===== config.mk =====
export PLATFORM = sky130hd
export DESIGN_NAME = acc_cpu_param
export DESIGN_NICKNAME = d
export VERILOG_FILES = /design/src/rtl/cpu_pkg.sv /design/src/rtl/cpu_alu.sv /design/src/rtl/acc_cpu_param.sv
export SDC_FILE = /design/constraint.sdc
export NUM_CORES = 1
export LEC_CHECK = 0
export CAP_MARGIN = 15
export CORE_ASPECT_RATIO = 1.5
export CORE_MARGIN = 2
export CORE_UTILIZATION = 55
export CTS_CLUSTER_DIAMETER = 200
export DETAILED_ROUTE_END_ITERATION = 8
export PLACE_DENSITY = 0.87
export SLEW_MARGIN = 25
export SYNTH_ARGS = -nofsm -noshare
export SYNTH_HDL_FRONTEND = slang
export SYNTH_SLANG_ARGS = --single-unit

===== constraint.sdc =====
create_clock -name clk -period 2.4 [get_ports clk]
set_input_delay 0.72 -clock clk [delete_from_list [all_inputs] [get_ports clk]]
set_output_delay 0.72 -clock clk [all_outputs]
set_load 0.02 [all_outputs]

===== src/rtl/cpu_pkg.sv =====
// Shared definitions for the parametrised accumulator CPU: opcode and
// state encodings plus helpers that locate instruction fields from DATA_W.
package cpu_pkg;

    localparam int unsigned OP_W = 3;

    typedef enum logic [OP_W-1:0] {
        OP_ADD    = 3'd0,
        OP_ASHL   = 3'd1,
        OP_XNOR   = 3'd2,
        OP_DIV2   = 3'd3,
        OP_LOAD   = 3'd4,
        OP_STORE  = 3'd5,
        OP_COMP2S = 3'd6,
        OP_HALT   = 3'd7
    } opcode_e;

    typedef enum logic [2:0] {
        S_FETCH0   = 3'd0,
        S_FETCH1   = 3'd1,
        S_DECODE   = 3'd2,
        S_INDIRECT = 3'd3,
        S_EXEC_MEM = 3'd4,
        S_EXEC_ALU = 3'd5,
        S_HALT     = 3'd6
    } state_e;

    // Indirect flag sits in the top bit of the instruction word.
    function automatic int unsigned ind_bit(input int unsigned data_w);
        return data_w - 1;
    endfunction

    // Opcode occupies the three bits just below the indirect flag.
    function automatic int unsigned op_msb(input int unsigned data_w);
        return data_w - 2;
    endfunction

    function automatic int unsigned op_lsb(input int unsigned data_w);
        return data_w - 4;
    endfunction

endpackage


===== src/rtl/cpu_alu.sv =====
// Combinational ALU for the accumulator CPU.
// Ports: ac_i/dr_i operands, opcode_i selects the operation,
//        result_c_o is the new AC value, cout_c_o the carry candidate.
module cpu_alu
    import cpu_pkg::*;
#(
    parameter int unsigned DATA_W = 8
) (
    input  logic [DATA_W-1:0] ac_i,
    input  logic [DATA_W-1:0] dr_i,
    input  opcode_e           opcode_i,
    output logic [DATA_W-1:0] result_c_o,
    output logic              cout_c_o
);

    logic [DATA_W:0] sum;

    // Operation select; non-ALU opcodes pass AC through untouched.
    always_comb begin
        sum        = {1'b0, ac_i} + {1'b0, dr_i};
        result_c_o = ac_i;
        cout_c_o   = 1'b0;
        case (opcode_i)
            OP_ADD: begin
                result_c_o = sum[DATA_W-1:0];
                cout_c_o   = sum[DATA_W];
            end
            OP_ASHL: begin
                result_c_o = {dr_i[DATA_W-2:0], 1'b0};
                cout_c_o   = dr_i[DATA_W-1];
            end
            OP_XNOR:   result_c_o = ~(ac_i ^ dr_i);
            OP_DIV2:   result_c_o = {dr_i[DATA_W-1], dr_i[DATA_W-1:1]};
            OP_LOAD:   result_c_o = dr_i;
            OP_COMP2S: result_c_o = (~dr_i) + DATA_W'(1);
            default: begin
                result_c_o = ac_i;
                cout_c_o   = 1'b0;
            end
        endcase
    end

endmodule


===== src/rtl/acc_cpu_param.sv =====
// Parametrised multi-cycle accumulator CPU driving a single-port memory
// with a ready handshake. DATA_W must be at least ADDR_W+4.
// Ports: clk/clr (sync active-high reset), mem_read/mem_write strobes,
//        mem_addr (=AR), mem_wdata (=AC), mem_rdata/mem_ready from memory,
//        halted, acc_out (=AC), carry.
module acc_cpu_param
    import cpu_pkg::*;
#(
    parameter int unsigned DATA_W = 8,
    parameter int unsigned ADDR_W = 4
) (
    input  logic              clk,
    input  logic              clr,
    output logic              mem_read,
    output logic              mem_write,
    output logic [ADDR_W-1:0] mem_addr,
    output logic [DATA_W-1:0] mem_wdata,
    input  logic [DATA_W-1:0] mem_rdata,
    input  logic              mem_ready,
    output logic              halted,
    output logic [DATA_W-1:0] acc_out,
    output logic              carry
);

    localparam int unsigned IND_BIT = ind_bit(DATA_W);
    localparam int unsigned OP_MSB  = op_msb(DATA_W);

    state_e            state_q, state_d;
    logic [ADDR_W-1:0] pc_q, pc_d;
    logic [ADDR_W-1:0] ar_q, ar_d;
    logic [DATA_W-1:0] dr_q, dr_d;
    logic [DATA_W-1:0] ac_q, ac_d;
    logic [DATA_W-1:0] ir_q, ir_d;
    logic              carry_q, carry_d;
    logic              mem_read_q, mem_read_d;
    logic              mem_write_q, mem_write_d;
    logic              halted_q, halted_d;

    opcode_e           ir_op;
    opcode_e           ir_op_next;
    logic [DATA_W-1:0] alu_result_c;
    logic              alu_cout_c;

    assign ir_op      = opcode_e'(ir_q[OP_MSB -: OP_W]);
    assign ir_op_next = opcode_e'(ir_d[OP_MSB -: OP_W]);

    cpu_alu #(
        .DATA_W (DATA_W)
    ) u_alu (
        .ac_i       (ac_q),
        .dr_i       (dr_q),
        .opcode_i   (ir_op),
        .result_c_o (alu_result_c),
        .cout_c_o   (alu_cout_c)
    );

    // Next-state, datapath and strobe decode.
    always_comb begin
        state_d     = state_q;
        pc_d        = pc_q;
        ar_d        = ar_q;
        dr_d        = dr_q;
        ac_d        = ac_q;
        ir_d        = ir_q;
        carry_d     = carry_q;
        mem_read_d  = 1'b0;
        mem_write_d = 1'b0;
        halted_d    = 1'b0;

        case (state_q)
            S_FETCH0: begin
                ar_d    = pc_q;
                state_d = S_FETCH1;
            end
            S_FETCH1: begin
                if (mem_ready) begin
                    ir_d    = mem_rdata;
                    pc_d    = pc_q + ADDR_W'(1);
                    state_d = S_DECODE;
                end
            end
            S_DECODE: begin
                ar_d = ir_q[ADDR_W-1:0];
                if (ir_op == OP_HALT) begin
                    state_d = S_HALT;
                end else if (ir_q[IND_BIT]) begin
                    state_d = S_INDIRECT;
                end else begin
                    state_d = S_EXEC_MEM;
                end
            end
            S_INDIRECT: begin
                if (mem_ready) begin
                    ar_d    = mem_rdata[ADDR_W-1:0];
                    state_d = S_EXEC_MEM;
                end
            end
            S_EXEC_MEM: begin
                if (mem_ready) begin
                    if (ir_op == OP_STORE) begin
                        state_d = S_FETCH0;
                    end else begin
                        dr_d    = mem_rdata;
                        state_d = S_EXEC_ALU;
                    end
                end
            end
            S_EXEC_ALU: begin
                ac_d = alu_result_c;
                if ((ir_op == OP_ADD) || (ir_op == OP_ASHL)) begin
                    carry_d = alu_cout_c;
                end
                state_d = S_FETCH0;
            end
            S_HALT: begin
                state_d = S_HALT;
            end
            default: begin
                state_d = S_FETCH0;
            end
        endcase

        // Strobes follow the state being entered so they register cleanly
        // and hold steady while a stalled state repeats.
        mem_read_d  = (state_d == S_FETCH1) || (state_d == S_INDIRECT) ||
                      ((state_d == S_EXEC_MEM) && (ir_op_next != OP_STORE));
        mem_write_d = (state_d == S_EXEC_MEM) && (ir_op_next == OP_STORE);
        halted_d    = (state_d == S_HALT);
    end

    // State and register update; clr wins over everything.
    always_ff @(posedge clk) begin
        if (clr) begin
            state_q     <= S_FETCH0;
            pc_q        <= '0;
            ar_q        <= '0;
            dr_q        <= '0;
            ac_q        <= '0;
            ir_q        <= '0;
            carry_q     <= 1'b0;
            mem_read_q  <= 1'b0;
            mem_write_q <= 1'b0;
            halted_q    <= 1'b0;
        end else begin
            state_q     <= state_d;
            pc_q        <= pc_d;
            ar_q        <= ar_d;
            dr_q        <= dr_d;
            ac_q        <= ac_d;
            ir_q        <= ir_d;
            carry_q     <= carry_d;
            mem_read_q  <= mem_read_d;
            mem_write_q <= mem_write_d;
            halted_q    <= halted_d;
        end
    end

    assign mem_read  = mem_read_q;
    assign mem_write = mem_write_q;
    assign mem_addr  = ar_q;
    assign mem_wdata = ac_q;
    assign halted    = halted_q;
    assign acc_out   = ac_q;
    assign carry     = carry_q;

endmodule


Yosys cells after proc, flatten, opt, wreduce, memory -nomap -nowiden
Index checks and enable logic that the tools add are counted.
Storage, ports and cells
  register bits: 39
  memory bits (writable): 0
  latch bits: 0
  output and inout bits: 24
  memories: 0
  input port bits: 11
  logic and storage cells: 65
  bits in read-only memories: 0
Operators by class
  multiply operators: 0
  $lt $le $gt $ge: 0
  bitwise operators: 4
  muxes and demuxes: 13
  reductions and logical operators: 14
  $add $sub $neg: 3
  shift-type cells: 0
  equal/unequal tests: 20
  divide/modulo/power cells: 0
Operators by type and width (number)
  $pmux 8 s6: 1
  $eq 3x3->1 const B: 10
  $mux 3: 6
  $pmux 3 s6: 1
  $not 8->8: 2
  $eq 3x2->1 const B: 5
  $mux 7: 2
  $pmux 4 s3: 1
  $add 8x8->9: 1
  $eq 3x1->1 const B: 3
  $add 8x1->8 const B: 1
  $reduce_and 2->1: 4
  $xor 8x8->8: 1
  $logic_not 3->1: 2
  $reduce_bool 6->1: 1
  $add 4x1->4 const B: 1
  $mux 4: 1
  $logic_or 1x1->1: 3
  $ne 3x3->1 const B: 1
  $reduce_and 3->1: 1
  $reduce_bool 3->1: 1
  $logic_and 1x1->1: 2
  $ne 2x2->1 const B: 1
  $pmux 1 s2: 1
  $not 1->1: 1

Longest topological paths before layout
Gate-level depths: netlist (run 1).
  word-level depth: 7
  depth in mapped cells: 8
  mapped depth without buffers: 7

Hierarchy
A second synthesis (run 1) with hierarchy kept.
Second synthesis, totals
  cells, all modules: 314
  area, all modules: 2560.0 um^2
Modules (own cells, without submodules)
  acc_cpu_param: cells each 202, instances 1, sequential area each 780.7 um^2, area each 1719.1 um^2
  cpu_alu: cells each 112, instances 1, sequential area each 0.0 um^2, area each 840.8 um^2

Worst setup path before layout (run 1)
No wires, ideal clock.
  path type: input -> register
  start: in mem_ready
  end: reg dr_q[6]
  data required time: 2.272 ns
  setup time: 0.128 ns
  cell stages on the path: 7
  path buffers: 2
  slack: 0.347 ns
  arrival: 1.925 ns
  path through: buf_2 > inv_1 > or4_1 > or2_1 > buf_6 > mux2i_1 > nor2_1
Between the ends
  longest elaborated chain between the ends: 1
RTL lines
  start, declared: line acc_cpu_param.sv:19  | input logic mem_ready,
  $reduce_and 3->1 (no source line)
  end signal, assigned: line acc_cpu_param.sv:148  | dr_q <= dr_d;
  end, declared: line acc_cpu_param.sv:31  | logic [DATA_W-1:0] dr_q, dr_d;
No other way between the ends.
A chain may end at the register's enable or synchronous reset.

Final worst setup path (run 1)
  start: in mem_ready
  end: reg dr_q[0]
The elaborated chain is that of the path after synthesis.

==> summary.txt, run 1 <==
startpoint types = input pin
status = complete, no violations
Hold Path Class = flop to flop
yosys synthesis warning count = 0
clk sinks = 39
minimum clock period = 2.22 ns
Yosys cell types = 57
Critical Path Sink Type = flop
hold_sp = ir_q[3]
wire per inst = 14.8 um
# fillers = 382
Synth Instances = 327
H-Tree Level Count = 2
Rows = 30
Die Ht = 88.2 um
Pint = 1120 uW
Final period util = 0.927
TritonRoute pass-1 iters = 5
Clock Pin Slew Worst Setup and Hold Paths = 0.08 ns
initial core utilization = 0.572
Longest Clk Path Bufs = 2
final hold violations = 0
clock skew = 0.00490 ns
headroom to the max-slew limit = 0.489
1st-iter DRT viols = 155
hpwl dp = 4500 um
I/O Pins = 35
Reg2Reg Depth = 5
Die X-Extent = 60.1 um
routability cong. = 0.862
# Max-Cap Violations = 0
FF+latch count, synth = 39
Buffers on Ports = 34
number of buffers created by CTS = 5
Worst Hold End = ir_q[3]
Sw Pwr = 448 uW
Syn Nets = 349
# setup viols final = 0
Post-CTS Setup Bufs = 0
Comb power frac = 0.187
Post-synth EDFFs = 0
Worst Path Max Fanout = 8
clock share of power = 0.359
Post-Syn Area = 2600 um^2
global-route wire length before repair = 10500 um
Synth top cells by count = 39 x dfxtp_1, 39 x nand2_1, 30 x nor2_1
register area share after synthesis = 0.300
WHS = 0.461 ns
die area = 5300 um^2
syn avg cell area = 7.95 um^2
Vias = 2444
Synth top area share = 0.300
vias in the first global route = 2422
initial antenna violation count = 0
cell taking the most area after synthesis = dfxtp_1
sequential share of power = 0.453
total track usage = 0.252
RSZ-0062 raised after global routing = false
gr ovfl total = 0
pwr dens = 514 nW/um^2
Worst EP required = 2.58 ns
CTS tree = yes
final core utilization = 0.671
worst IR drop on VDD = 0.000377 V
antenna viol nets, final = 0
Vias/cell = 5.88
reg2reg start = ir_q[4]
post-route DRC violation count = 0
Min-Delay Path Depth = 2
core area = 4540 um^2
pin count of the biggest net entering global routing = 37
final net count = 373
synthesis-to-layout area growth = 17.3%
# diodes = 0
WP data arrival = 2.40 ns
R2R setup slack = 0.30 ns
type of the worst setup path = input pin to flop
final WL = 6180 um
share of post-route cells with drive strength above 1 = 0.0767
hold_buf cts = 0
total leakage power = 0.00127 uW
measured slew at the worst slew-check pin = 0.765 ns
Highest Clock Rate = 449 MHz
reg2reg end = dr_q[0]
Slew Viols, Final = 0
Clk Latency, worst-skew pair = 0.30 ns
Synth area leaders = dfxtp_1 30%, mux2i_1 7.7%, nand2_1 5.6%
clock root buffer = clkbuf_8
CTS resizes = 0
ys flop type = dfxtp_1
Async SR Flop Fraction = 0
switch share = 0.286
power by group through the flow:
stage	combinational, uW	sequential, uW	clock, uW
after floorplan	208	711	0
after global placement	283	723	0
after detailed placement	289	724	0
after CTS	291	709	572
after global routing	322	715	597
final	293	710	563
state kept, by name, summed over array words and instances, names as in the netlist:
signal,cells
acc_out,8
mem_write,1
state_q,3
mem_read,1
dr_q,8
halted,1
pc_q,4
carry,1
mem_addr,4
ir_q,8
critical path, cell delays in order:
cell,delay [ns]
clkdlybuf4s50_1,0.47
inv_1,0.05
or4_1,0.48
or2_1,0.40
mux2i_1,0.23
nor2_1,0.05
layout by cell type (no fill, tap or decap), types with 9 or more instances in the layout:
master and n:
ha_1 10, dfxtp_1 39, o21ai_0 15, inv_1 9, a21oi_1 28, nand2_1 39, buf_4 13, clkdlybuf4s50_1 34
nor2_1 30, mux2i_1 20
stage by stage:
stage          setup slack, ns  total power, uW  instances  area [um^2]  setup TNS, ns
2_1_floorplan            0.347              919        327         2600              0
3_3_place_gp           -0.0906             1010        408         2940         -0.699
3_5_place_dp            -0.135             1010        408         2940          -1.01
4_1_cts                  0.181             1570        416         3050              0
5_1_grt                 0.0513             1630        416         3050              0
6_report                 0.175             1570        416         3050              0
cells by family (layout without fill, tap and decap cells):
kind of cell / Yosys count / count (layout) / share of synthesized area
XOR/XNOR: 9 / 9 / 0.0303
multiplexers: 20 / 20 / 0.0770
AND/OR/NAND/NOR: 119 / 119 / 0.230
buffers and inverters: 39 / 64 / 0.0828
AO/OA/AOI/OAI: 90 / 90 / 0.223
adder cells (fa/ha/maj): 11 / 11 / 0.0559
flip-flops: 39 / 39 / 0.300
worst max path at each step:
stage | from | to | slack [ns] | cells after the start
after floorplan | mem_ready | dr_q[6] | 0.35 | 7
after global placement | mem_ready | dr_q[2] | -0.09 | 6
after detailed placement | mem_ready | dr_q[1] | -0.14 | 6
after CTS | mem_ready | dr_q[6] | 0.18 | 6
after global routing | mem_ready | dr_q[0] | 0.05 | 6
final | mem_ready | dr_q[0] | 0.18 | 6
layer usage:
layer | global-route usage | up-vias | share of wire
li1 | - | 1206 | -
met1 | 0.277 | 1130 | 0.40
met2 | 0.443 | 87 | 0.53
met3 | 0.0473 | 21 | 0.047
met4 | 0.139 | 0 | 0.028
met5 | 0 | - | 0
final cells by class:
| cell class | count | area (um^2) | area share |
|---|---|---|---|
| timing repair buffer | 47 | 438 | 0.144 |
| tap | 64 | 80.1 | 0.0263 |
| clock buffer | 5 | 68.8 | 0.0226 |
| inverter | 9 | 33.8 | 0.0111 |
| sequential | 39 | 781 | 0.256 |
| clock inverter | 3 | 43.8 | 0.0144 |
| multi-input combinational | 249 | 1600 | 0.526 |
No activity file was read; power rests on OpenSTA's default activity.
==> run 2: changes to the inputs <==
- CORE_UTILIZATION: 55 -> 64
- DONT_BUFFER_PORTS: default -> 1
==> summary.txt, run 2 (synthesized netlist as in run 1, its figures left out) <==
total leakage power = 0.00115 uW (was 0.00127 uW)
Min-Delay Path Depth = 2 (unchanged)
clock share of power = 0.333 (was 0.359)
wire per inst = 17.0 um (was 14.8 um)
1st-iter DRT viols = 103 (was 155)
reg2reg end = acc_out[6] (was dr_q[0])
initial core utilization = 0.662 (was 0.572)
Rows = 28 (was 30)
routed wl met2 = 3250 um (was 3260 um)
CP endpoint = acc_out[6] (was dr_q[0])
pre-CTS WS = 0.346 ns (was -0.135 ns)
CP Launch Point = dr_q[0] (was mem_ready)
Hold Path Class = flop to flop (unchanged)
Final period util = 0.887 (was 0.927)
stages on the worst setup path = 7 (was 6)
hold_buf cts = 0 (unchanged)
Vias/cell = 6.61 (was 5.88)
routability cong. = 0.919 (was 0.862)
CTS tree = yes (unchanged)
Buffers on Ports = 0 (was 34)
Clock Pin Slew Worst Setup and Hold Paths = 0.09 ns (was 0.08 ns)
Critical Path Sink Type = flop (unchanged)
H-Tree Level Count = 2 (unchanged)
CP cell instances = ha_1 > fa_1 > a211oi_1 > o21bai_1 > a21oi_1 > xor2_1 > a22oi_1 (was clkdlybuf4s50_1 > inv_1 > or4_1 > or2_1 > mux2i_1 > nor2_1)
Longest Clk Path Bufs = 2 (unchanged)
clock skew = 0.00910 ns (was 0.00490 ns)
worst IR drop on VDD = 0.000553 V (was 0.000377 V)
post-route DRC violation count = 0 (unchanged)
startpoint types = flop (was input pin)
number of buffers created by CTS = 5 (unchanged)
placed cells = 358 (was 408)
pwr dens = 529 nW/um^2 (was 514 nW/um^2)
Comb power frac = 0.166 (was 0.187)
# diodes = 0 (unchanged)
sequential share of power = 0.501 (was 0.453)
clk sinks = 39 (unchanged)
Vias = 2420 (was 2444)
WL met3 = 359 um (was 290 um)
switch share = 0.309 (was 0.286)
total track usage = 0.272 (was 0.252)
Clk Latency, worst-skew pair = 0.30 ns (about the same)
slowest stage delay, CP = 0.44 ns (was 0.48 ns)
Sw Pwr = 439 uW (was 448 uW)
antenna viol nets, final = 0 (unchanged)
RSZ-0062 raised after global routing = false (unchanged)
type of the worst setup path = flop to flop (was input pin to flop)
Die Ht = 82.0 um (was 88.2 um)
Pint = 981 uW (was 1120 uW)
Die X-Extent = 56.0 um (was 60.1 um)
WP data arrival = 2.31 ns (was 2.40 ns)
Worst Path Max Fanout = 6 (was 8)
core area = 3920 um^2 (was 4540 um^2)
hpwl dp = 4500 um (about the same)
status = complete, no violations (unchanged)
pin count of the biggest net entering global routing = 38 (was 37)
final hold violations = 0 (unchanged)
minimum clock period = 2.13 ns (was 2.22 ns)
final cell count without fillers = 366 (was 416)
commonest non-fill, non-tap cells in the layout = 39 x nand2_1, 39 x dfxtp_1, 30 x nor2_1, 28 x a21oi_1, 20 x mux2i_1 (was 39 x nand2_1, 39 x dfxtp_1, 34 x clkdlybuf4s50_1, 30 x nor2_1, 28 x a21oi_1)
final setup margin = 0.272 ns (was 0.175 ns)
I/O Pins = 35 (unchanged)
headroom to the max-slew limit = 0.508 (was 0.489)
Highest Clock Rate = 470 MHz (was 449 MHz)
Power, Total = 1420 uW (was 1570 uW)
# Max-Cap Violations = 0 (unchanged)
Slew Viols, Final = 0 (unchanged)
reg2reg start = dr_q[0] (was ir_q[4])
Worst EP required = 2.59 ns (was 2.58 ns)
TritonRoute pass-1 iters = 5 (unchanged)
synthesis-to-layout area growth = 3.37% (was 17.3%)
setup TNS = 0 ns (unchanged)
Top Metal Used = met4 (unchanged)
Reg2Reg Depth = 7 (was 5)
global-route wire length before repair = 9870 um (was 10500 um)
gr ovfl total = 0 (unchanged)
R2R setup slack = 0.27 ns (was 0.30 ns)
Met1 Wirelength = 2270 um (was 2450 um)
CTS resizes = 0 (unchanged)
measured slew at the worst slew-check pin = 0.737 ns (was 0.765 ns)
initial antenna violation count = 0 (unchanged)
# setup viols final = 0 (unchanged)
Worst Path Buf+Inv = 0 (was 2)
final net count = 342 (was 373)
die area = 4600 um^2 (was 5300 um^2)
Post-CTS Setup Bufs = 0 (unchanged)
final WL = 6210 um (was 6180 um)
vias in the first global route = 2298 (was 2422)
share of post-route cells with drive strength above 1 = 0.0935 (was 0.0767)
clock root buffer = clkbuf_8 (unchanged)
CP max stage cell = fa_1 (was or4_1)
top cell family by delay on the critical path = compound AO/OA/AOI/OAI gates (was simple AND/OR/NAND/NOR gates)
## run 2: metrics by stage
| stage | area [um^2] | util | hold slack (ns) |
|---|---|---|---|
| 6_report | 2690 | 0.685 | 0.451 |
| 5_1_grt | 2690 | 0.685 | 0.471 |
| 4_1_cts | 2690 | 0.685 | 0.453 |
| 3_5_place_dp | 2590 | 0.661 | 0.441 |
| 3_3_place_gp | 2590 | 0.661 | 0.435 |
| 2_1_floorplan | 2600 | - | 0.436 |
## run 2: worst min path at each step
stage | from | end | slack, ns
global placement | ir_q[1] | ir_q[1] | 0.44
floorplan | ir_q[0] | ir_q[0] | 0.44
detailed placement | ir_q[0] | ir_q[0] | 0.44
finish | ir_q[0] | ir_q[0] | 0.45
CTS | ir_q[0] | ir_q[0] | 0.45
global route | clr | ir_q[0] | 0.47
## run 2: metal layers
metal | vias to the layer above | global-route usage
li1 | 1141 | -
met1 | 1122 | 0.256
met2 | 116 | 0.525
met3 | 41 | 0.0614
met4 | 0 | 0.171
met5 | - | 0
## run 2: power groups by stage
| stage | clock (uW) | combinational, uW | sequential [uW] |
|---|---|---|---|
| after floorplan | 0 | 208 | 711 |
| after global placement | 0 | 225 | 726 |
| after detailed placement | 0 | 231 | 727 |
| after CTS | 476 | 232 | 712 |
| after global routing | 498 | 258 | 716 |
| final | 472 | 236 | 712 |
## run 2: worst min-delay path: stages (launching register included)
cell	delay [ns]
dfxtp_1	0.32
nand2_1	0.05
a21oi_1	0.05
## run 2: area by class of cell
cell class                      instances  area (um^2)
Sequential cell                        39          781
Inverter                                9         33.8
Multi-Input combinational cell        249         1600
Fill cell                             325         1240
Timing Repair Buffer                   16          120
Clock inverter                          3         23.8
Tap cell                               45         56.3
Clock buffer                            5         68.8
==> run 3: changes to the inputs <==
- ABC_AREA: default -> 1
- CORE_UTILIZATION: 64 -> 63
- GPL_ROUTABILITY_DRIVEN: default -> 0
- PLACE_DENSITY: 0.87 -> 0.86
==> summary.txt, run 3 <==
cell with the most instances after synthesis = nand2_1
core area = 3920 um^2 (unchanged)
Yosys cell types = 34 (was 57)
Buffers on Ports = 0 (unchanged)
Die Ht = 81.8 um (was 82.0 um)
# setup viols final = 0 (unchanged)
Met1 Wirelength = 2340 um (was 2270 um)
Synth Instances = 397 (was 327)
final hold violations = 0 (unchanged)
initial core utilization = 0.648 (was 0.662)
antenna viol nets, final = 0 (unchanged)
total leakage power = 0.00122 uW (was 0.00115 uW)
pin count of the biggest net entering global routing = 27 (was 38)
H-Tree Level Count = 2 (unchanged)
initial antenna violation count = 0 (unchanged)
die area = 4570 um^2 (was 4600 um^2)
CP endpoint = mem_read (was acc_out[6])
hold_buf cts = 0 (unchanged)
WL met3 = 352 um (was 359 um)
register area share after synthesis = 0.307 (was 0.300)
Clk Latency, worst-skew pair = 0.30 ns (about the same)
Vias = 2552 (was 2420)
Vias/cell = 5.80 (was 6.61)
Final period util = 0.754 (was 0.887)
Rows = 28 (unchanged)
CTS resizes = 0 (unchanged)
startpoint types = flop (unchanged)
Synth top area share = 0.307 (was 0.300)
Post-CTS Setup Bufs = 0 (unchanged)
ys flop type = dfxtp_1 (unchanged)
syn avg cell area = 6.41 um^2 (was 7.95 um^2)
final core utilization = 0.670 (was 0.685)
clock skew = 0.00902 ns (was 0.00910 ns)
yosys synthesis warning count = 0 (unchanged)
hpwl dp = 4760 um (was 4500 um)
RSZ-0062 raised after global routing = false (unchanged)
Longest Clk Path Bufs = 2 (unchanged)
final net count = 416 (was 342)
routed wl met2 = 3390 um (was 3250 um)
minimum clock period = 1.81 ns (was 2.13 ns)
total track usage = 0.299 (was 0.272)
TritonRoute pass-1 iters = 4 (was 5)
I/O Pins = 35 (unchanged)
Worst EP required = 2.59 ns (about the same)
Die X-Extent = 55.9 um (was 56.0 um)
Worst Path Max Fanout = 12 (was 6)
# Max-Cap Violations = 0 (unchanged)
status = complete, no violations (unchanged)
R2R setup slack = 0.59 ns (was 0.27 ns)
measured slew at the worst slew-check pin = 0.684 ns (was 0.737 ns)
FF+latch count, synth = 39 (unchanged)
CP Launch Point = ir_q[6] (was dr_q[0])
WP data arrival = 2.00 ns (was 2.31 ns)
Clock Pin Slew Worst Setup and Hold Paths = 0.08 ns (was 0.09 ns)
Slew Viols, Final = 0 (unchanged)
setup TNS = 0 ns (unchanged)
commonest non-fill, non-tap cells in the layout = 85 x nand2_1, 56 x nor2_1, 44 x nand3_1, 43 x inv_1, 39 x dfxtp_1 (was 39 x nand2_1, 39 x dfxtp_1, 30 x nor2_1, 28 x a21oi_1, 20 x mux2i_1)
Highest Clock Rate = 553 MHz (was 470 MHz)
Top Metal Used = met4 (unchanged)
worst IR drop on VDD = 0.000488 V (was 0.000553 V)
wire per inst = 14.3 um (was 17.0 um)
post-route DRC violation count = 0 (unchanged)
global-route wire length before repair = 10800 um (was 9870 um)
vias in the first global route = 2505 (was 2298)
number of buffers created by CTS = 5 (unchanged)
Synth top cells by count = 85 x nand2_1, 56 x nor2_1, 44 x nand3_1 (was 39 x dfxtp_1, 39 x nand2_1, 30 x nor2_1)
type of the worst setup path = flop to flop (unchanged)
Reg2Reg Depth = 7 (unchanged)
Critical Path Sink Type = flop (unchanged)
clock root buffer = clkbuf_8 (unchanged)
CTS tree = yes (unchanged)
pwr dens = 577 nW/um^2 (was 529 nW/um^2)
share of post-route cells with drive strength above 1 = 0.0810 (was 0.0935)
# diodes = 0 (unchanged)
Syn Nets = 419 (was 349)
clk sinks = 39 (unchanged)
reg2reg end = mem_read (was acc_out[6])
final WL = 6300 um (was 6210 um)
reg2reg start = ir_q[6] (was dr_q[0])
headroom to the max-slew limit = 0.543 (was 0.508)
cell taking the most area after synthesis = dfxtp_1 (unchanged)
Post-Syn Area = 2540 um^2 (was 2600 um^2)
Async SR Flop Fraction = 0 (unchanged)
Synth area leaders = dfxtp_1 31%, nand2_1 13%, nand3_1 8.7% (was dfxtp_1 30%, mux2i_1 7.7%, nand2_1 5.6%)
Hold Path Class = input pin to flop (was flop to flop)
Post-synth EDFFs = 0 (unchanged)
1st-iter DRT viols = 107 (was 103)
synthesis-to-layout area growth = 3.34% (was 3.37%)
commonest non-fill, non-tap cell in the layout = nand2_1
gr ovfl total = 0 (unchanged)
-- run 3: changes by cell type in the layout (fill, tap and decap cells not counted), moves of 7 or more --
| cell | change |
|---|---|
| nand2_1 | +46 |
| nand3_1 | +38 |
| inv_1 | +34 |
| nor2_1 | +26 |
| mux2i_1 | -20 |
| o21ai_0 | +18 |
| buf_4 | -10 |
| a211oi_1 | -7 |
| nand2b_1 | -7 |
-- run 3: logic make-up (layout without fill, tap and decap cells) --
logic type / Yosys count / count (layout) / synth area share
buffers and inverters: 64 / 62 / 0.112
AND/OR/NAND/NOR: 207 / 207 / 0.363
flip-flops: 39 / 39 / 0.307
XOR/XNOR: 2 / 2 / 0.00689
AO/OA/AOI/OAI: 74 / 74 / 0.154
adder cells (fa/ha/maj): 11 / 11 / 0.0571
-- run 3: area by class of cell --
type                    count  area (um^2)
fillers                   369         1290
inverters                  48          183
well taps                  45         56.3
repair buffers              6         45.0
multi-input cells         294         1480
clock buffers               6         72.6
flip-flops and latches     39          781
clock inverters             2         12.5
-- run 3: routing by layer --
metal	track usage	vias up
met4	0.190	0
li1	-	1289
met3	0.0614	22
met1	0.297	1161
met5	0	-
met2	0.565	80
-- run 3: critical path, cell delays in order (launching register included) --
cell,delay (ns)
dfxtp_1,0.68
inv_1,0.27
o21ai_0,0.28
nand2_1,0.10
nand2_1,0.08
nand3_1,0.11
nand4_1,0.12
nand2_1,0.06
-- run 3: how the worst min path moves through the flow --
stage	from	endpoint	slack (ns)	depth (start not counted)
global placement	ir_q[3]	ir_q[3]	0.46	2
floorplan	ir_q[3]	ir_q[3]	0.44	2
finish	clr	acc_out[4]	0.47	1
detailed placement	pc_q[2]	pc_q[2]	0.46	1
CTS	clr	acc_out[4]	0.46	1
global route	clr	acc_out[4]	0.46	1
-- run 3: through the flow --
stage	std cells	total power, uW	cell area, um^2	hold WS, ns	worst slack, ns
final	440	1520	2630	0.473	0.591
after global placement	432	1080	2540	0.455	0.641
after CTS	440	1530	2630	0.459	0.598
after detailed placement	432	1090	2540	0.463	0.608
after global routing	440	1600	2630	0.455	0.469
after floorplan	397	1020	2540	0.441	0.817
-- run 3: report_power, final --
group / total, uW / internal (uW) / switching, uW
Combinational: 315 / 101 / 214
Sequential: 764 / 692 / 72.3
Clock: 438 / 203 / 235
Total: 1520 / 996 / 521
